--- src/rtl/frame_dma_sequencer_pkg.sv ---
// Shared constants and the sequencer state type for the frame DMA path.
package frame_dma_sequencer_pkg;

  // Button words copied into data memory every frame.
  localparam int KEY_NUM         = 4;
  // Base address of the button words in data memory.
  localparam int KEY_MEM         = 'h3F0;
  localparam int DATA_ADDR_WIDTH = 10;
  localparam int DATA_WIDTH      = 16;

  typedef enum logic [2:0] {
    IDLE,
    HALT_WAIT,
    START,
    COPY,
    RELEASE
  } seq_state_t;

endpackage

--- src/rtl/frame_dma_sequencer_wport_mux.sv ---
// 2:1 mux steering either the CPU or the button DMA onto the data memory write port.
module wport_mux #(
  parameter int ADDR_W = 10,
  parameter int DATA_W = 16
) (
  input  logic              dma_sel,
  input  logic              cpu_we,
  input  logic [ADDR_W-1:0] cpu_addr,
  input  logic [DATA_W-1:0] cpu_dout,
  input  logic              dma_we,
  input  logic [ADDR_W-1:0] dma_addr,
  input  logic [DATA_W-1:0] dma_dout,
  output logic              mem_we,
  output logic [ADDR_W-1:0] mem_addr,
  output logic [DATA_W-1:0] mem_din
);

  // Select the write source; the unselected port is fully ignored, including its enable.
  always_comb begin
    if (dma_sel) begin
      mem_we   = dma_we;
      mem_addr = dma_addr;
      mem_din  = dma_dout;
    end else begin
      mem_we   = cpu_we;
      mem_addr = cpu_addr;
      mem_din  = cpu_dout;
    end
  end

endmodule

--- src/rtl/frame_dma_sequencer.sv ---
// Per-frame sequencer: halts the CPU, kicks the button DMA, owns the data memory
// write port for KEY_NUM cycles, then releases the CPU. Keeps frame/drop statistics.
module frame_dma_sequencer
  import frame_dma_sequencer_pkg::*;
#(
  parameter int KEY_NUM         = frame_dma_sequencer_pkg::KEY_NUM,
  parameter int DATA_ADDR_WIDTH = frame_dma_sequencer_pkg::DATA_ADDR_WIDTH,
  parameter int HALT_TIMEOUT    = 64,
  parameter int CNT_WIDTH       = 16
) (
  input  logic                       clk,
  input  logic                       reset,
  input  logic                       vsync,
  output logic                       cpu_halt,
  input  logic                       cpu_halt_ack,
  output logic                       copy_start,
  input  logic                       cpu_we,
  input  logic [DATA_ADDR_WIDTH-1:0] cpu_addr,
  input  logic [DATA_WIDTH-1:0]      cpu_dout,
  input  logic                       dma_we,
  input  logic [DATA_ADDR_WIDTH-1:0] dma_addr,
  input  logic [DATA_WIDTH-1:0]      dma_dout,
  output logic                       mem_we,
  output logic [DATA_ADDR_WIDTH-1:0] mem_addr,
  output logic [DATA_WIDTH-1:0]      mem_din,
  output logic                       busy,
  output logic [CNT_WIDTH-1:0]       frame_count,
  output logic [CNT_WIDTH-1:0]       drop_count
);

  localparam int TW = (HALT_TIMEOUT > 1) ? $clog2(HALT_TIMEOUT) : 1;
  localparam int CW = (KEY_NUM > 1) ? $clog2(KEY_NUM) : 1;
  localparam logic [TW-1:0] TIMER_LAST = TW'(HALT_TIMEOUT - 1);
  localparam logic [CW-1:0] COPY_LOAD  = CW'(KEY_NUM - 1);

  seq_state_t    state;
  logic          pending;
  logic          pending_nxt;
  logic [TW-1:0] timer;
  logic [CW-1:0] copy_cnt;
  logic          timeout;
  logic          overflow;
  logic [1:0]    drop_inc;
  logic          dma_sel;

  // Saturating add of up to two drop events in one cycle.
  function automatic logic [CNT_WIDTH-1:0] sat_add(input logic [CNT_WIDTH-1:0] a,
                                                  input logic [1:0] inc);
    logic [CNT_WIDTH:0] s;
    s = {1'b0, a} + (CNT_WIDTH + 1)'(inc);
    return s[CNT_WIDTH] ? {CNT_WIDTH{1'b1}} : s[CNT_WIDTH-1:0];
  endfunction

  // Frame queue and drop accounting: one frame may wait, further vsyncs while busy are drops.
  always_comb begin
    timeout     = (state == HALT_WAIT) && !cpu_halt_ack && (timer == TIMER_LAST);
    overflow    = 1'b0;
    pending_nxt = pending;
    if (state == IDLE) begin
      // A vsync coinciding with a queued frame stays queued behind it.
      if (vsync || pending) pending_nxt = pending && vsync;
    end else if (vsync) begin
      if (pending) overflow = 1'b1;
      else         pending_nxt = 1'b1;
    end
    drop_inc = {1'b0, timeout} + {1'b0, overflow};
  end

  // Sequencer FSM with registered halt/start/busy outputs and the statistics counters.
  always_ff @(posedge clk) begin
    if (reset) begin
      state       <= IDLE;
      cpu_halt    <= 1'b0;
      copy_start  <= 1'b0;
      busy        <= 1'b0;
      pending     <= 1'b0;
      timer       <= '0;
      copy_cnt    <= '0;
      frame_count <= '0;
      drop_count  <= '0;
    end else begin
      copy_start <= 1'b0;
      pending    <= pending_nxt;
      drop_count <= sat_add(drop_count, drop_inc);
      case (state)
        IDLE: begin
          if (vsync || pending) begin
            state    <= HALT_WAIT;
            cpu_halt <= 1'b1;
            busy     <= 1'b1;
            timer    <= '0;
          end
        end
        HALT_WAIT: begin
          if (cpu_halt_ack) begin
            state      <= START;
            copy_start <= 1'b1;
          end else if (timeout) begin
            state    <= RELEASE;
            cpu_halt <= 1'b0;
          end else begin
            timer <= timer + TW'(1);
          end
        end
        START: begin
          state    <= COPY;
          copy_cnt <= COPY_LOAD;
        end
        COPY: begin
          if (copy_cnt == '0) begin
            state       <= RELEASE;
            cpu_halt    <= 1'b0;
            frame_count <= frame_count + CNT_WIDTH'(1);
          end else begin
            copy_cnt <= copy_cnt - CW'(1);
          end
        end
        RELEASE: begin
          state <= IDLE;
          busy  <= 1'b0;
        end
        default: begin
          state    <= IDLE;
          cpu_halt <= 1'b0;
          busy     <= 1'b0;
        end
      endcase
    end
  end

  // DMA owns the port only in START/COPY; reset hands it straight back to the CPU.
  assign dma_sel = ((state == START) || (state == COPY)) && !reset;

  wport_mux #(
    .ADDR_W(DATA_ADDR_WIDTH),
    .DATA_W(DATA_WIDTH)
  ) u_wport_mux (
    .dma_sel  (dma_sel),
    .cpu_we   (cpu_we),
    .cpu_addr (cpu_addr),
    .cpu_dout (cpu_dout),
    .dma_we   (dma_we),
    .dma_addr (dma_addr),
    .dma_dout (dma_dout),
    .mem_we   (mem_we),
    .mem_addr (mem_addr),
    .mem_din  (mem_din)
  );

endmodule

--- config.mk ---
export PLATFORM = sky130hd
export DESIGN_NAME = frame_dma_sequencer
export DESIGN_NICKNAME = d
export VERILOG_FILES = /design/src/rtl/frame_dma_sequencer_pkg.sv /design/src/rtl/frame_dma_sequencer_wport_mux.sv /design/src/rtl/frame_dma_sequencer.sv
export SDC_FILE = /design/constraint.sdc
export NUM_CORES = 1
export LEC_CHECK = 0
export BUFFER_PORTS_ARGS = -buffer_cell sky130_fd_sc_hd__clkbuf_2
export CAP_MARGIN = 30
export CORE_ASPECT_RATIO = 0.75
export CORE_MARGIN = 4
export CORE_UTILIZATION = 51
export DETAILED_ROUTE_END_ITERATION = 12
export MAX_ROUTING_LAYER = met4
export PLACE_DENSITY = 0.86
export REMOVE_ABC_BUFFERS = 1
export SETUP_SLACK_MARGIN = 0.02
export SYNTH_ARGS = -nofsm -noshare
export SYNTH_HDL_FRONTEND = slang
export SYNTH_HIERARCHICAL = 1
export SYNTH_SLANG_ARGS = --single-unit
export TNS_END_PERCENT = 1
--- constraint.sdc ---
create_clock -name clk -period 7.4 [get_ports clk]
set_input_delay 1.11 -clock clk [delete_from_list [all_inputs] [get_ports clk]]
set_output_delay 1.11 -clock clk [all_outputs]
set_load 0.02 [all_outputs]
Yosys cells after proc, flatten, opt, wreduce, memory -nomap -nowiden
Cells that the tools add are included.
{"block": "op_classes", "n_eq_ne": 12, "add_sub_neg": 5, "n_reduce_logical": 23, "n_mux": 28, "n_bitwise": 3}
{"op": "$mux 16", "count": 2}
{"op": "$mux 6", "count": 3}
{"op": "$add 16x2->17", "count": 1}
{"op": "$add 16x1->16 const B", "count": 1}
{"op": "$mux 1", "count": 12}
{"op": "$mux 3", "count": 4}
{"op": "$pmux 3 s4", "count": 1}
{"op": "$pmux 6 s2", "count": 1}
{"op": "$mux 10", "count": 1}
{"op": "$ne 2x2->1 const B", "count": 5}
{"op": "$reduce_and 2->1", "count": 4}
{"op": "$add 6x1->6 const B", "count": 1}
{"op": "$eq 3x2->1 const B", "count": 2}
{"op": "$eq 6x6->1 const B", "count": 1}
{"op": "$reduce_bool 2->1", "count": 3}
{"op": "$reduce_and 5->1", "count": 1}
{"op": "$logic_and 1x1->1", "count": 4}
{"op": "$pmux 1 s4", "count": 1}
{"op": "$pmux 2 s2", "count": 1}
{"op": "$reduce_and 4->1", "count": 1}
{"op": "$reduce_or 2->1", "count": 2}
{"op": "$eq 3x1->1 const B", "count": 1}
{"op": "$eq 3x3->1 const B", "count": 1}
{"op": "$logic_not 3->1", "count": 1}
{"op": "12 further kinds", "count": 16}
{"block": "totals", "out_inout_bits": 62, "reg_bits": 47, "elab_cells": 80, "input_bits": 58}

Depth between registers and ports, before layout
Gate-level depths: netlist of run 1.
{"block": "depth", "depth_word": 6, "depth_mapped": 10, "ltp_nobuf": 9}

Hierarchy
Netlist of run 1, hierarchy kept.
{"module": "frame_dma_sequencer", "cells_per_inst": 259, "instances": 1, "area_per_inst_um2": 2234.6, "seq_area_each_um2": 940.9}
{"module": "wport_mux", "cells_per_inst": 30, "instances": 1, "area_per_inst_um2": 430.4, "seq_area_each_um2": 0.0}

Worst setup path before layout of run 1
No wires, ideal clock.
{"block": "synth_timing", "path_type": "in2out", "from": "in reset", "to": "out mem_addr[0]", "n_path_buf": 5, "path_stages": 7, "t_arrival_ps": 2637, "setup_slack_ps": 3653, "path_cell_list": "clkbuf_1 clkbuf_1 buf_1 nor2_1 buf_6 buf_12 mux2_4"}
{"block": "synth_via", "elab_chain_cells": 3}
{"element": "from (decl)", "line_no": "frame_dma_sequencer.sv:12", "source": "input logic reset,"}
{"element": "$logic_not 1->1", "line_no": "frame_dma_sequencer.sv:132", "source": "assign dma_sel = ((state == START) || (state == COPY)) && !reset;"}
{"element": "$logic_and 1x1->1", "line_no": "frame_dma_sequencer.sv:132"}
{"element": "net dma_sel", "line_no": "frame_dma_sequencer.sv:44", "source": "logic dma_sel;"}
{"element": "$mux 10", "line_no": "frame_dma_sequencer_wport_mux.sv:20", "source": "if (dma_sel) begin"}
{"element": "to (decl)", "line_no": "frame_dma_sequencer.sv:24", "source": "output logic [DATA_ADDR_WIDTH-1:0] mem_addr,"}
The timed path passes the listed nets, and every way through them passes these cells.

Worst setup path in the final report of run 1
{"block": "layout_timing", "from": "in reset", "to": "out mem_addr[7]"}
The elaborated chain is that of the path after synthesis.

==> flow_summary.json, run 1 <==
{
  "routedWlPerCell_um": 15.1,
  "drt-total-wl_mm": 7.19,
  "setup_violations": 0,
  "status": "complete, no violations",
  "final_util_pct": 68.1,
  "cts_tree": "done",
  "h-tree-depth": 2,
  "start_util_pct": 53.5,
  "drt_iter0_drc": 176,
  "vias": 2605,
  "top_usage_layer": "met2",
  "cts_resized": 0,
  "final_cell_mix": "119 x clkbuf_2, 47 x dfxtp_1, 28 x nor2_1",
  "reg2reg_depth": 8,
  "design.die.area_um2": 6460,
  "fmax_mhz": 273,
  "worst_setup_path_end_kind": "primary output",
  "routabilityCongestion": 0.903,
  "dp_hpwl_mm": 5.67,
  "die_y_um": 70.6,
  "drive_gt1_share_pct": 41.0,
  "whs_endpoint": "copy_cnt[1]",
  "layout_commonest_cell": "clkbuf_2",
  "drc_errors": 0,
  "grt_pass1_vias": 2349,
  "antenna_cells": 0,
  "hold-path-cell-count": 2,
  "hold_viol": 0,
  "synth_flop_cell": "dfxtp_1",
  "reg2reg_from": "state[0]",
  "hold_slack_ps": 508,
  "synthDistinctLibCells": 48,
  "synthCells": 289,
  "worst_pin_slew_ps": 724,
  "antenna_found_initial": 0,
  "synth.avg_cell_area_um2": 9.22,
  "min_path_type": "reg -> reg",
  "routed_via_density": 5.46,
  "period_share_pct": 49.4,
  "clk_latency_ps": 300,
  "die_x_um": 91.5,
  "clkSinkCount": 47,
  "ios": 120,
  "port-buffer-count": 119,
  "gr-usage-met2_pct": 34.6,
  "p_leak_nw": 1.52,
  "fp-row-count": 22,
  "period_minus_slack_ps": 3660,
  "cp-start-kind": "input port",
  "numCtsBuffers": 5,
  "clk_path_buf_depth": 2,
  "ant_nets": 0,
  "async_flop_share_pct": 0,
  "ctsHoldBuffers": 0,
  "finalMaxSlewViolations": 0,
  "overflow": 0,
  "area_growth_pct": 27.3,
  "r2r_slack_ps": 4420,
  "layout.nets": 467,
  "synth_warnings": 6,
  "ir_drop_mv": 0.105,
  "clock_skew_ps": 7.28,
  "cts.reportedPaths.clkPinSlew_ps": 90,
  "grt_pass1_wl_mm": 11.6,
  "crit_fanout": 45,
  "grt_usage_pct": 22.8,
  "r2r-end": "drop_count[14]",
  "cts_setup_buffers": 0,
  "seq_area_frac_synth_pct": 35.3,
  "placedCellCount": 469,
  "synth-edff-count": 0,
  "worstSetupPathType": "in -> out",
  "cts_root_buf": "clkbuf_8",
  "syn_area_um2": 2670,
  "grt_use_met3_pct": 4.46,
  "ys_ff_latch": 47,
  "drt-pass1-iter-count": 4,
  "setup_tns_ps": 0,
  "rsz0062_at_grt": "no",
  "maxCapViolations": 0,
  "worstPathArrival_ps": 2550,
  "grt_max_degree": 46,
  "powerDensity_nw_per_um2": 167,
  "crit_required_ps": 6290,
  "gr-usage-met1_pct": 31.7,
  "final_cells": 477,
  "coreArea_um2": 4980,
  "min_from": "copy_cnt[1]",
  "relSlewSlack_pct": 51.7
}
-- worst max-delay path by stage --
stage | from | to | slack, ps | depth (start not counted)
2_1_floorplan | reset | mem_addr[7] | 3040 | 2
3_3_place_gp | reset | mem_din[1] | 3770 | 6
3_5_place_dp | reset | mem_addr[9] | 3740 | 6
4_1_cts | reset | mem_addr[9] | 3740 | 6
5_1_grt | reset | mem_din[1] | 3660 | 6
6_report | reset | mem_addr[7] | 3740 | 6
-- logic make-up (layout without fill, tap and decap cells) --
family / count (synthesis) / in the layout / synth area share [%]
flops: 47 / 47 / 35.3
fa+ha+maj: 5 / 5 / 2.63
mux: 33 / 33 / 16.6
buf+inv: 23 / 139 / 4.93
xor+xnor: 18 / 18 / 5.92
simple gates: 114 / 114 / 23.5
compound gates: 49 / 49 / 11.1
-- per-stage QoR --
stage	instance area, um^2	worst slack [ps]	total power [W]
final	3390	3740	0.000566
after global routing	3390	3660	0.000593
after CTS	3390	3740	0.000568
after detailed placement	3270	3740	0.000379
after global placement	3270	3770	0.000376
after floorplan	2570	3040	0.000337
-- registers in the layout (all words and copies together), names as in the netlist --
signal	cells
drop_count	16
frame_count	16
timer	6
state	3
copy_cnt	2
busy	1
copy_start	1
cpu_halt	1
pending	1
-- power breakdown --
part           total (W)  internal (W)  switching (W)  leakage (nW)
Sequential      0.000269      0.000259     0.00000980         0.380
Combinational   0.000105     0.0000483      0.0000563          1.08
Clock           0.000192      0.000109      0.0000828        0.0612
Total           0.000566      0.000417       0.000149          1.52
-- layer usage --
layer	share of wire, %	routed length [um]	vias to the layer above
li1	-	-	1283
met1	46	3300	1230
met2	47	3410	83
met3	5.9	425	9
met4	0.88	63	0
met5	0	0	-
-- area by class of cell --
class | count | area (um^2)
multi-input cells | 219 | 1600
fillers | 414 | 1590
flip-flops and latches | 47 | 941
repair buffers | 121 | 611
well taps | 72 | 90.1
clock buffers | 6 | 82.6
inverters | 10 | 37.5
clock inverters | 2 | 35.0
-- synth_stat cells (3+ instances only) --
cell type,number,area [um^2]
ha_1,4,50.1
dfxtp_1,47,941
nor3_1,9,45.0
mux2i_1,3,30.0
nor2_1,29,109
and4_1,3,26.3
mux2_4,20,300
xnor2_1,12,105
and3_1,7,43.8
nand2_1,13,48.8
mux2_2,10,113
nand4_1,12,75.1
nand3_1,13,65.1
a21oi_1,24,120
clkbuf_1,7,26.3
xor2_1,6,52.6
o21ai_0,8,40.0
inv_1,10,37.5
nor4_1,4,25.0
a31oi_1,4,25.0
or3_1,7,43.8
nor2b_1,3,18.8
-- worst max-delay path, cell delays in order --
cell and delay, ps:
clkbuf_2 80, buf_4 260, nor2_2 150, buf_4 400, mux2_2 380, clkbuf_2 150
No activity file was read; power rests on OpenSTA's default activity.
==> run 2, diff against run 1 <==
--- a/config.mk
+++ b/config.mk
@@ -9,10 +9,10 @@
 export CAP_MARGIN = 30
 export CORE_ASPECT_RATIO = 0.75
 export CORE_MARGIN = 4
-export CORE_UTILIZATION = 51
+export CORE_UTILIZATION = 47
 export DETAILED_ROUTE_END_ITERATION = 12
 export MAX_ROUTING_LAYER = met4
-export PLACE_DENSITY = 0.86
+export PLACE_DENSITY = 0.8
 export REMOVE_ABC_BUFFERS = 1
 export SETUP_SLACK_MARGIN = 0.02
 export SYNTH_ARGS = -nofsm -noshare
==> constraint.sdc (replaced) <==
create_clock -name clk -period 3.6 [get_ports clk]
set_input_delay 0.54 -clock clk [delete_from_list [all_inputs] [get_ports clk]]
set_output_delay 0.54 -clock clk [all_outputs]
set_load 0.02 [all_outputs]
==> run 2 against run 1 <==
Against the previous run:
- sequential share of layout area increased by 0.21 points
- final cell count increased by 0.63%
- largest power group unchanged
- critical path depth increased by 2
- critical endpoint is now drop_count[14]
==> flow_summary.json, run 2 (synthesis gave the netlist of run 1 again) <==
{
  "grt_pass1_vias": 2235,
  "layout_commonest_cell": "clkbuf_2",
  "routabilityCongestion": 0.857,
  "fmax_mhz": 342,
  "ant_nets": 0,
  "final_cells": 480,
  "drt_iter0_drc": 139,
  "reg.largest.list": "drop_count (16), frame_count (16), timer (6)",
  "powerDensity_nw_per_um2": 320,
  "final_util_pct": 62.2,
  "routedWlPerCell_um": 14.4,
  "port-buffer-count": 119,
  "worstSetupPathType": "reg -> reg",
  "h-tree-depth": 2,
  "crit_slowest_cell": "dfxtp_1",
  "ir_drop_mv": 0.139,
  "clk_path_buf_depth": 2,
  "cp-start-kind": "register",
  "setup_tns_ps": 0,
  "cp_slowest_stage_delay_ps": 670,
  "crit_top_cell": "nor4_1",
  "finalMaxSlewViolations": 0,
  "clock_skew_ps": 6.80,
  "numCtsBuffers": 5,
  "dpl_cell_area_um2": 3280,
  "drt-total-wl_mm": 6.92,
  "grt_pass1_wl_mm": 10.7,
  "antenna_found_initial": 0,
  "drt-pass1-iter-count": 5,
  "clkSinkCount": 47,
  "fp-row-count": 23,
  "die_x_um": 95.0,
  "die_y_um": 73.2,
  "worst_pin_slew_ps": 712,
  "layout.nets": 467,
  "area_growth_pct": 26.3,
  "p_leak_nw": 1.50,
  "rsz0062_at_grt": "no",
  "overflow": 0,
  "hold_viol": 0,
  "drive_gt1_share_pct": 41.0,
  "relSlewSlack_pct": 52.5,
  "cts_tree": "done",
  "grt_max_degree": 45,
  "worstPathArrival_ps": 3140,
  "cts_resized": 0,
  "drc_errors": 0,
  "routed_via_density": 5.32,
  "final_cell_mix": "119 x clkbuf_2, 47 x dfxtp_1, 28 x nor2_1",
  "start_util_pct": 49.3,
  "vias": 2552,
  "hold_slack_ps": 511,
  "setup_violations": 0,
  "cts.reportedPaths.clkPinSlew_ps": 90,
  "maxCapViolations": 0,
  "ios": 120,
  "final_area_um2": 3370,
  "cts_setup_buffers": 0,
  "crit_fanout": 15,
  "period_share_pct": 81.3,
  "cp_cell_sequence": "nand2b_1, nor4_1, fa_1, ha_1, nand4_1, nor4_1, nor2_1, a211oi_1",
  "placedCellCount": 472,
  "design.die.area_um2": 6950,
  "cts_root_buf": "clkbuf_8",
  "coreArea_um2": 5410,
  "antenna_cells": 0,
  "status": "complete, no violations",
  "ctsHoldBuffers": 0,
  "clk_latency_ps": 290,
  "r2r_slack_ps": 670,
  "crit_required_ps": 3810,
  "grt_usage_pct": 19.7,
  "dp_hpwl_mm": 5.36,
  "period_minus_slack_ps": 2930,
  "min_path_type": "reg -> reg",
  "worst_setup_path_end_kind": "register"
}
==> run 2: cell count changes in the layout (fill, tap and decap cells not counted), sizes merged <==
cell    change
clkbuf      -1
clkinv      +2
bufinv      -1
==> run 2: metal layers <==
layer	track usage (%)	vias up	wire length (um)
li1	-	1278	-
met1	27.6	1201	3230
met2	29.8	71	3280
met3	3.81	2	391
met4	3.84	0	12
met5	-	-	0
==> run 2: final cells by class <==
type                            instances  area (um^2)
Clock inverter                          3         15.0
Fill cell                             501         2040
Tap cell                               75         93.8
Timing Repair Buffer                  121          611
Inverter                               10         37.5
Multi-Input combinational cell        219         1600
Sequential cell                        47          941
Clock buffer                            5         68.8
==> run 2: path summary, 6_finish.rpt <==
| path | startpoint | endpoint | cells after the start |
|---|---|---|---|
| worst min-delay path | timer[4] | timer[4] | 2 |
| worst min register to register | timer[4] | timer[4] | 2 |
| worst max register to register | state[0] | drop_count[14] | 8 |
| worst max-delay path | state[0] | drop_count[14] | 8 |
==> run 2: power by group <==
group | internal, W | switching [W]
logic | 0.0000993 | 0.000114
clock network | 0.000133 | 0.000177
registers | 0.000533 | 0.0000208
total | 0.000766 | 0.000312
==> run 2: per-stage QoR <==
stage / setup slack (ps) / power (W)
final: 673 / 0.00108
after global routing: 248 / 0.00113
after CTS: 704 / 0.00108
after detailed placement: 731 / 0.000779
after global placement: 872 / 0.000773
after floorplan: 250 / 0.000693
==> run 2: worst max-delay path: cells and delay by family, from the launching register on <==
family,cells,cell delay [ps]
DFF,1,670
AOI/OAI and AO/OA,1,210
and+or+nand+nor,5,1460
adders and majority gates,2,530
==> run 3, diff against run 2 <==
--- a/config.mk
+++ b/config.mk
@@ -5,14 +5,15 @@
 export SDC_FILE = /design/constraint.sdc
 export NUM_CORES = 1
 export LEC_CHECK = 0
+export ABC_AREA = 1
 export BUFFER_PORTS_ARGS = -buffer_cell sky130_fd_sc_hd__clkbuf_2
 export CAP_MARGIN = 30
 export CORE_ASPECT_RATIO = 0.75
 export CORE_MARGIN = 4
-export CORE_UTILIZATION = 47
+export CORE_UTILIZATION = 44
 export DETAILED_ROUTE_END_ITERATION = 12
 export MAX_ROUTING_LAYER = met4
-export PLACE_DENSITY = 0.8
+export PLACE_DENSITY = 0.77
 export REMOVE_ABC_BUFFERS = 1
 export SETUP_SLACK_MARGIN = 0.02
 export SYNTH_ARGS = -nofsm -noshare
==> constraint.sdc (replaced) <==
create_clock -name clk -period 2.49 [get_ports clk]
set_input_delay 0.3735 -clock clk [delete_from_list [all_inputs] [get_ports clk]]
set_output_delay 0.3735 -clock clk [all_outputs]
set_load 0.02 [all_outputs]
==> run 3 against run 2 <==
Against the previous run:
- fmax increased by 24%
- die area increased by 15%
- synthesized area increased by 9.4%
- sequential cell count unchanged
- via count increased by 28%
- power increased by 59%
- highest routed layer unchanged
==> flow_summary.json, run 3 <==
{
  "numCtsBuffers": 5,
  "clock_skew_ps": 10.5,
  "worstPathArrival_ps": 2560,
  "async_flop_share_pct": 0,
  "gr-usage-met1_pct": 23.9,
  "final_cell_mix": "184 x nand2_1, 119 x clkbuf_2, 58 x nor2_1",
  "design.die.area_um2": 8010,
  "drt_iter0_drc": 127,
  "min_path_type": "in -> reg",
  "die_y_um": 78.5,
  "synth.avg_cell_area_um2": 6.21,
  "cts.reportedPaths.clkPinSlew_ps": 90,
  "synth_flop_cell": "dfxtp_1",
  "period_share_pct": 94.5,
  "netlist_top_cells_count": "184 x nand2_1, 60 x nor2_1, 47 x dfxtp_1, 45 x inv_1, 32 x a21oi_1",
  "routabilityCongestion": 0.914,
  "finalMaxSlewViolations": 0,
  "worst_setup_path_end_kind": "register",
  "clk_latency_ps": 310,
  "hold_viol": 0,
  "drive_gt1_share_pct": 28.9,
  "coreArea_um2": 6380,
  "power.internal_w": 0.00114,
  "overflow": 0,
  "reg2reg_from": "timer[1]",
  "ir_drop_mv": 0.362,
  "worstSetupPathType": "reg -> reg",
  "die_x_um": 102,
  "top_usage_layer": "met2",
  "worst_pin_slew_ps": 573,
  "routed_via_density": 4.82,
  "period_minus_slack_ps": 2350,
  "swShare_pct": 33.7,
  "status": "complete, no violations",
  "reg.largest.list": "drop_count (16), frame_count (16), timer (6)",
  "synth_top_area_share_pct": 32.3,
  "setup_tns_ps": 0,
  "min_from": "cpu_halt_ack",
  "drt-total-wl_mm": 7.58,
  "drt-pass1-iter-count": 5,
  "synth_warnings": 6,
  "routedWlPerCell_um": 11.2,
  "ios": 120,
  "fp-row-count": 25,
  "power_w": 0.00172,
  "seq_area_frac_synth_pct": 32.3,
  "layout_commonest_cell": "nand2_1",
  "syn_area_um2": 2920,
  "dp_slack_ps": -2.03,
  "cp-start-kind": "register",
  "relSlewSlack_pct": 61.8,
  "synth_largest_area_cell": "dfxtp_1",
  "p_sw_w": 0.000579,
  "setup_slack_ps": 137,
  "seqPwrFrac_pct": 47.1,
  "grt_usage_pct": 18.6,
  "cts_root_buf": "clkbuf_8",
  "clk_path_buf_depth": 2,
  "grt_use_met3_pct": 3.29,
  "ys_ff_latch": 47,
  "clkPwrFrac_pct": 27.9,
  "yosys-top-cells-area": "dfxtp_1 32%, nand2_1 24%, nor2_1 7.7%, inv_1 5.8%, a21oi_1 5.5%",
  "grt_pass1_wl_mm": 12.0,
  "synthCells": 470,
  "gr-usage-met2_pct": 30.6,
  "area_growth_pct": 28.5,
  "antenna_cells": 0,
  "port-buffer-count": 119,
  "cts_tree": "done",
  "drc_errors": 0,
  "crit_required_ps": 2700,
  "vias": 3258,
  "start_util_pct": 45.7,
  "setup_violations": 0,
  "synthDistinctLibCells": 35,
  "layout.nets": 657,
  "ant_nets": 0,
  "yosysMostFrequentCell": "nand2_1",
  "synth-edff-count": 0,
  "crit_path_start": "timer[1]",
  "maxCapViolations": 0,
  "grt_max_degree": 30,
  "crit_fanout": 4,
  "powerDensity_nw_per_um2": 458,
  "p_leak_nw": 1.85,
  "grt_pass1_vias": 2726,
  "antenna_found_initial": 0,
  "clkSinkCount": 47,
  "h-tree-depth": 2,
  "fmax_mhz": 425,
  "dp_hpwl_mm": 5.90,
  "power_frac_comb_pct": 25.0
}
[run 3: cell types whose count changed after synthesis, moves of 6 or more]
cell / previous run / this run
nand2_1: 13 / 184
inv_1: 10 / 45
nor2_1: 29 / 60
mux2_4: 20 / 0
mux2_2: 10 / 0
a21oi_1: 24 / 32
nand4_1: 12 / 4
and3_1: 7 / 0
or3_1: 7 / 0
xnor2_1: 12 / 5
nand2_2: 0 / 6
nand3_1: 13 / 19
[run 3: path summary, 6_finish.rpt]
check | to | slack [ps] | cells after the start
setup / recovery | drop_count[10] | 140 | 16
hold reg to reg | copy_cnt[1] | 460 | 2
hold / removal | copy_start | 390 | 3
setup reg to reg | drop_count[10] | 140 | 16
[run 3: logic make-up after synthesis]
family          share of synthesized area (%)
compound gates                           9.61
xor+xnor                                 3.30
fa+ha+maj                                2.40
buf+inv                                  9.31
flops                                    32.3
simple gates                             43.1
[run 3: per-layer routing]
metal / wire [um] / share of wire (%)
met2: 3450 / 46
met3: 713 / 9.4
met1: 3360 / 44
met5: 0 / 0
met4: 55 / 0.73
[run 3: through the flow]
step                      util, %  instance area, um^2  hold WS, ps  instances
after floorplan                 -                 2840          435        460
after detailed placement     56.0                 3570          458        664
after CTS                    57.4                 3660          380        672
final                        58.7                 3750          393        676
after global routing         58.7                 3750          392        676
after global placement       56.0                 3570          447        664
[run 3: what timing repair did]
| item | 4_1_cts | 5_1_grt |
|---|---|---|
| hold buffers | 0 | 0 |
| endpoints found under the setup margin | 2 | 16 |
| gates resized for setup | 0 | 15 |
| buffers inserted | 0 | 4 |
| pin swaps | 0 | 4 |
[run 3: final cells by class]
type | count | area (um^2)
clock inverters | 2 | 16.3
fillers | 621 | 2630
clock buffers | 6 | 72.6
multi-input cells | 363 | 1760
inverters | 50 | 195
repair buffers | 127 | 659
flip-flops and latches | 47 | 946
well taps | 81 | 101
[run 3: power groups by stage]
stage	clock (W)	sequential, W	combinational, W
3_3_place_gp	0	0.000821	0.000418
6_report	0.000480	0.000809	0.000429
5_1_grt	0.000519	0.000813	0.000480
3_5_place_dp	0	0.000824	0.000426
2_1_floorplan	0	0.000833	0.000255
4_1_cts	0.000484	0.000806	0.000429
[run 3: worst max-delay path, cell delays in order, from the launching register on]
cell and delay, ps:
dfxtp_2 350, ha_1 170, nand2_1 90, nor2_2 130, nand2_1 90, nor2_2 130
fa_2 260, ha_4 150, nand3_4 100, nor3_4 280, buf_4 160, buf_4 100
nand2_1 40, nand2_1 50, nand3_1 60, nand2_1 60, inv_1 40
